**src/rtl/display_scan_n.sv**
```systemverilog
// Time-multiplexed seven-segment driver: scans N_DIGITS shadowed hex nibbles onto one
// active-low segment bus. Optional feature macro: LEADING_ZERO_BLANK_EN.
module display_scan_n #(
  parameter int unsigned N_DIGITS    = 4,
  parameter int unsigned DIG_W       = 4,
  parameter int unsigned REFRESH_DIV = 50000,
  localparam int unsigned IDX_W      = (N_DIGITS > 1) ? $clog2(N_DIGITS) : 1
) (
  input  logic                      clk,
  input  logic                      rst,
  input  logic [N_DIGITS*DIG_W-1:0] num_all,
  input  logic                      load,
  input  logic                      en,
  output logic [6:0]                seg,
  output logic [N_DIGITS-1:0]       an,
  output logic [IDX_W-1:0]          digit_idx,
  output logic                      frame_done
);

  localparam int unsigned PRE_W = $clog2(REFRESH_DIV);
  localparam logic [PRE_W-1:0] PreMax = PRE_W'(REFRESH_DIV - 1);
  localparam logic [IDX_W-1:0] IdxMax = IDX_W'(N_DIGITS - 1);

  logic [PRE_W-1:0]          prescaler_q;
  logic [IDX_W-1:0]          idx_q;
  logic [N_DIGITS*DIG_W-1:0] shadow_q;
  logic                      tick;
  logic [DIG_W-1:0]          cur;
  logic                      blank;
  logic [6:0]                seg_d;
  logic [N_DIGITS-1:0]       an_d;
`ifdef LEADING_ZERO_BLANK_EN
  logic [IDX_W-1:0]          lead;
`endif

  assign tick = (prescaler_q == PreMax);

  function automatic logic [6:0] enc(input logic [3:0] v);
    logic [6:0] s;
    unique case (v)
      4'h0: s = 7'h40;
      4'h1: s = 7'h79;
      4'h2: s = 7'h24;
      4'h3: s = 7'h30;
      4'h4: s = 7'h19;
      4'h5: s = 7'h12;
      4'h6: s = 7'h02;
      4'h7: s = 7'h78;
      4'h8: s = 7'h00;
      4'h9: s = 7'h10;
      4'hA: s = 7'h08;
      4'hB: s = 7'h03;
      4'hC: s = 7'h46;
      4'hD: s = 7'h21;
      4'hE: s = 7'h06;
      4'hF: s = 7'h0E;
      default: s = 7'h7F;
    endcase
    return s;
  endfunction

  always_comb begin
    cur = '0;
    for (int k = 0; k < N_DIGITS; k++) begin
      if (idx_q == IDX_W'(k)) cur = shadow_q[k*DIG_W +: DIG_W];
    end
    // Any bit above the low nibble blanks the digit.
    blank = ((cur >> 4) != '0);
`ifdef LEADING_ZERO_BLANK_EN
    lead = '0;
    for (int k = 0; k < N_DIGITS; k++) begin
      if (shadow_q[k*DIG_W +: DIG_W] != '0) lead = IDX_W'(k);
    end
    if (idx_q > lead) blank = 1'b1;
`endif
    seg_d = blank ? 7'h7F : enc(cur[3:0]);
    for (int k = 0; k < N_DIGITS; k++) begin
      an_d[k] = (idx_q != IDX_W'(k));
    end
  end

  always_ff @(posedge clk) begin
    if (rst) begin
      prescaler_q <= '0;
      idx_q       <= '0;
      shadow_q    <= '0;
      seg         <= 7'h7F;
      an          <= '1;
      digit_idx   <= '0;
      frame_done  <= 1'b0;
    end else begin
      prescaler_q <= tick ? '0 : prescaler_q + 1'b1;
      if (tick) idx_q <= (idx_q == IdxMax) ? '0 : idx_q + 1'b1;
      frame_done <= tick && (idx_q == IdxMax);
      if (load) shadow_q <= num_all;
      // Enable gates only the outputs; the scan keeps its phase.
      seg       <= en ? seg_d : 7'h7F;
      an        <= en ? an_d : '1;
      digit_idx <= idx_q;
    end
  end

endmodule

```
**config.mk**
```make
export PLATFORM = sky130hd
export DESIGN_NAME = display_scan_n
export DESIGN_NICKNAME = d
export VERILOG_FILES = /design/src/rtl/display_scan_n.sv
export SDC_FILE = /design/constraint.sdc
export NUM_CORES = 1
export LEC_CHECK = 0
export ABC_AREA = 0
export CELL_PAD_IN_SITES_DETAIL_PLACEMENT = 0
export CELL_PAD_IN_SITES_GLOBAL_PLACEMENT = 1
export CORE_AREA = 2 2 74 76
export DETAILED_ROUTE_END_ITERATION = 10
export DIE_AREA = 0 0 76 78
export DONT_BUFFER_PORTS = 1
export PLACE_DENSITY_LB_ADDON = 0.15
export SETUP_SLACK_MARGIN = 0.15
export SLEW_MARGIN = 10
export SYNTH_ARGS = -nofsm -noshare
export SYNTH_HDL_FRONTEND = slang
export SYNTH_SLANG_ARGS = --single-unit
```
**constraint.sdc**
```tcl
create_clock -name clk -period 2.3 [get_ports clk]
set_input_delay 0.23 -clock clk [delete_from_list [all_inputs] [get_ports clk]]
set_output_delay 0.23 -clock clk [all_outputs]
set_load 0.01 [all_outputs]
```
After elaboration in Yosys (flattened, before gate mapping)
Memory sizes are Yosys's and may differ from the RTL's. A register that Yosys moved wholly into a read port is not among the register bits. Cells that the tools add are included.

Register bits: 41. ROM bits: 112. Bits of input ports: 20. Output and inout port bits: 14. Logic and storage cells: 27. Memories kept: 1.

Memory list: (no name shown) (words 16, bits a word 7, rd ports 1, clocked after Yosys merged registers in 1, write ports 0, RTL line 40) `unique case (v)`.

$add $sub $neg: 2. Eq/ne operators: 7. Mux-type cells: 5. Bitwise gates (word level): 1. Reductions and logical operators: 5.

Operators by type and width (number): 16-bit by 1-bit adder with 16-bit output (second input constant) (1); 16-bit equality test (second input constant) (1); 4-bit 2-to-1 mux (4); 2-bit equality test (second input constant) (2); 2-bit != test (second input constant) (2); 2-bit OR reduction (2); 2-bit by 1-bit adder with 2-bit output (second input constant) (1); 2-bit by 1-bit equality test with 1-bit output (second input constant) (1); 2-bit zero test (1); 2-bit 2-to-1 mux (1); 2-bit by 1-bit != test with 1-bit output (second input constant) (1); 2-bit nonzero test (1); 1-bit logical AND (1); 1-bit inverter (1).

Longest topological paths before layout
Word-level depth: 5. Depth in mapped cells: 10. Depth with buffers taken out: 10.

Worst setup path after synthesis
OpenSTA, ideal clock, no wires.

Path type: flip-flop to flip-flop. Start point: register idx_q[1]. End point: register seg[3]. Library setup time: 0.142 ns. Data arrival time: 2.018 ns. Required time: 2.158 ns. Path slack: 0.140 ns. Cell stages (with the launch flop): 11. Buffers on the path: 0. Clock period less this slack: 2.160 ns. Path through: dfxtp_1 > inv_1 > ha_1 > nor2b_1 > a221oi_1 > a221oi_2 > inv_1 > ha_1 > nor2_1 > a2111oi_1 > a41oi_1.

Longest elaborated chain between the ends: 5. Elaborated cells between the ends (all ways): 8. Classes of those cells: eq/ne (3); mux (4); reduce/logical (1).

Ends and longest elaborated chain: start: declaration (RTL line 25) `logic [IDX_W-1:0] idx_q;`; start signal: assignment (RTL line 93) `if (tick) idx_q <= (idx_q == IdxMax) ? '0 : idx_q + 1'b1;`; 2-bit zero test (RTL line 65) `if (idx_q == IDX_W'(k)) cur = shadow_q[k*DIG_W +: DIG_W];`; 4-bit 2-to-1 mux (3 in series) (RTL line 65); 4-bit 2-to-1 mux * (RTL line 65); end: declaration (RTL line 14) `output logic [6:0] seg,`.

Mark *: on every way between the ends. The rest lies on a longest branch, timed or not. A chain may end at the register's enable or synchronous reset.

Worst setup path in the final report
Start point: register idx_q[0]. End point: register seg[3].

The elaborated chain is that of the path after synthesis.

==> impl_results.md <==
* Worst setup path class: register to register
* Synth warn at 0
* Setup WS post-layout at 0.208 ns
* Hold EP: frame_done$_SDFF_PP0_
* Clk root buf: clkbuf_8
* Die height at 78 um
* DRT antenna net count at 0
* CP arrival at 2.23 ns
* Syn Nets at 251
* Vias/cell at 5.02
* Wirelength per Cell at 14.1 um
* Period utilization at 90.9%
* Placed insts at 286
* Syn Inst Count at 220
* # DRC at 0
* Netlist cell types at 39
* Number of global-route vias before repair at 1,442
* CP Launch Type: register
* Rel. slew slack at 55.9%
* Worst-Skew Late Latency at 0.30 ns
* Ant diodes at 0
* Count of final hold-check violations at 0
* 1st-iter DRT viols at 55
* CP Cell Sequence: inv_2, ha_1, or2_4, a221oi_2, a221oi_2, buf_4, ha_2, a2111oi_2, a41oi_1
* Yosys reg bits at 48
* Layout cell share with drive strength beyond 1 at 16.5%
* Place WS at 0.0582 ns
* HP Class: input pin to register
* Sum Neg Setup Slack at 0 ns
* Slew @ Worst Pin at 0.659 ns
* TritonRoute pass-1 iters at 4
* Status: complete, no violations
* R2R Setup Slk at 0.21 ns
* Storage cell area at 966 um2
* Deepest clock path buffer count at 2
* First-pass GRT wire length at 6800 um
* Hold Path Depth at 1
* Fin cells at 301
* Via count at 1,512
* Fillers at 489
* All-Layer GR Usage at 14.4%
* CP top delay family: compound AO/OA/AOI/OAI gates
* Layout Nets at 261
* Minimum hold slack at 0.0105 ns
* Most frequent cells in the layout: dfxtp_1 (46), nor2_1 (42), mux2i_1 (20)
* Worst vdd ir at 0.235 mV
* GPL Wtd Cong at 0.783
* CP Depth at 9
* CP bufs+invs at 2
* Final setup viols at 0
* RSZ-0062 raised after global routing: true
* Placed inst area at 0.00220 mm2
* Reg2Reg Launch Point: idx_q[0]$_SDFFE_PP0N_
* Worst R2R Path Depth at 9
* CP max-delay cell: dfxtp_4
* Largest net degree at the start of global routing at 20
* Clock transition at path regs at 0.08 ns
* Max_cap viols at 0
* H-tree depth at 2
* Area grow syn2layout at 14.8%
* Power, Total at 1.65 mW
* Crit path time final at 2.09 ns
* Clk sink count at 48
* Post-layout instance area at 0.00244 mm2
* Max Slew Vio Count at 0
* Post-Route WL at 4240 um
* Grt ovf at 0
* CP endpoint kind: register
* CP max stage delay at 0.39 ns
* Maximum clock frequency at 478 MHz
* CTS tree: yes
* Syn avg cell area at 9.67 um2
* Post-DP HPWL at 3080 um
* Most common cell after layout, fill and taps aside: dfxtp_1
* Total die area at 0.00593 mm2
* Io pins at 34
* Netlist Area Pre-Place at 0.00213 mm2
* Initial Util at 42.2%
* Max FO, Critical Path at 5
* Crit-path most repeated cell: a221oi_2
* Final Skew at 0.00543 ns
* FF-to-FF End: seg[3]$_SDFF_PP1_
* Area of the multi-input gates at 0.00113 mm2
* Required time of the critical path at 2.44 ns
* Antenna violations before repair at 0
* Port buffer count at 0
* Leakage at 0.979 nW
* Cell Pwr Density at 677 mW/mm2
* Register area share after synthesis at 45.2%
* Total CTS buffers at 5
* Core area at 0.00504 mm2
* Hold wc startpoint: rst
* Cell Rows at 26
* Die Wd at 76 um
* Final core occ at 48.4%
repair_timing:
item,4_1_cts,5_1_grt
hold buffers,2,1
buffers inserted,2,2
resized for setup,6,13
endpoints found under the hold margin,19,1
setup endpoints to repair,3,5
worst register-to-register path, stage by stage, from the launching register on:
cell and delay, ns:
dfxtp_4 0.39, inv_2 0.07, ha_1 0.21, or2_4 0.24, a221oi_2 0.22, a221oi_2 0.08, buf_4 0.14, ha_2 0.20
a2111oi_2 0.30, a41oi_1 0.09
sequential cells by signal (all words and copies together), names as in the netlist:
| name | cells |
|---|---|
| shadow_q | 16 |
| an | 4 |
| frame_done | 1 |
| prescaler_q | 16 |
| digit_idx | 2 |
| idx_q | 2 |
| seg | 7 |
final cells by class:
type                    count  share of cell area (%)
multi-input cells         155                    46.4
well taps                  70                    3.59
flip-flops and latches     48                    39.6
clock buffers               7                    3.95
inverters                   8                    1.23
repair buffers             12                    4.00
clock inverters             1                    1.23
per-layer routing:
| layer | wire length, um | up-vias | GRT usage, % |
|---|---|---|---|
| li1 | - | 766 | - |
| met1 | 1810 | 703 | 15.8 |
| met2 | 2170 | 35 | 25.9 |
| met3 | 167 | 8 | 3.26 |
| met4 | 95 | 0 | 7.64 |
| met5 | 0 | - | 0 |
cells in the mapped netlist:
cell	instances	area (um2)
a41oi_1	1	8.76
ha_1	11	138
nor3b_2	2	25.0
clkbuf_1	4	15.0
nor2_1	42	158
a221o_1	1	10.0
o21ai_0	1	5.00
nand4b_1	1	8.76
nand2_1	14	52.6
xor2_1	7	61.3
nand4_1	2	12.5
or2_1	1	6.26
or3_1	2	12.5
nand3_1	5	25.0
a21boi_0	1	7.51
a21oi_1	1	5.00
a221oi_1	2	17.5
nor2b_1	4	25.0
a211oi_1	2	15.0
a221oi_2	1	15.0
a221o_2	1	11.3
a211o_1	1	8.76
inv_1	8	30.0
buf_6	3	33.8
nor4_1	2	12.5
a211oi_2	2	25.0
nand2b_1	3	18.8
o211ai_1	1	7.51
mux2i_1	20	200
and3_1	6	37.5
xnor2_1	8	70.1
a2111oi_1	1	10.0
nor3b_1	1	7.51
dfxtp_1	48	961
nand3b_1	3	22.5
nor3_1	1	5.00
buf_2	2	10.0
o221ai_1	3	26.3
a31oi_1	1	6.26
cells by family (layout without fill, tap and decap cells):
kind of cell,after synthesis,count (layout),share of synthesized area (%)
flops,48,48,45.2
fa+ha+maj,11,11,6.47
buf+inv,17,28,4.18
xor+xnor,15,15,6.18
compound gates,20,20,8.41
simple gates,89,89,20.2
mux,20,20,9.41
worst max path at each step:
| stage | from | endpoint | slack [ns] |
|---|---|---|---|
| after detailed placement | idx_q[0]$_SDFFE_PP0N_ | seg[3]$_SDFF_PP1_ | 0.06 |
| after floorplan | idx_q[0]$_SDFFE_PP0N_ | seg[3]$_SDFF_PP1_ | 0.19 |
| after global routing | idx_q[0]$_SDFFE_PP0N_ | seg[3]$_SDFF_PP1_ | 0.10 |
| after CTS | idx_q[0]$_SDFFE_PP0N_ | seg[6]$_SDFF_PP1_ | 0.16 |
| final | idx_q[0]$_SDFFE_PP0N_ | seg[3]$_SDFF_PP1_ | 0.21 |
| after global placement | idx_q[0]$_SDFFE_PP0N_ | seg[6]$_SDFF_PP1_ | 0.17 |
power breakdown:
part / switching, mW / internal (mW)
logic: 0.0591 / 0.0569
registers: 0.0228 / 0.860
clock network: 0.271 / 0.384
Note: power is estimated with default switching activity, not from simulation.
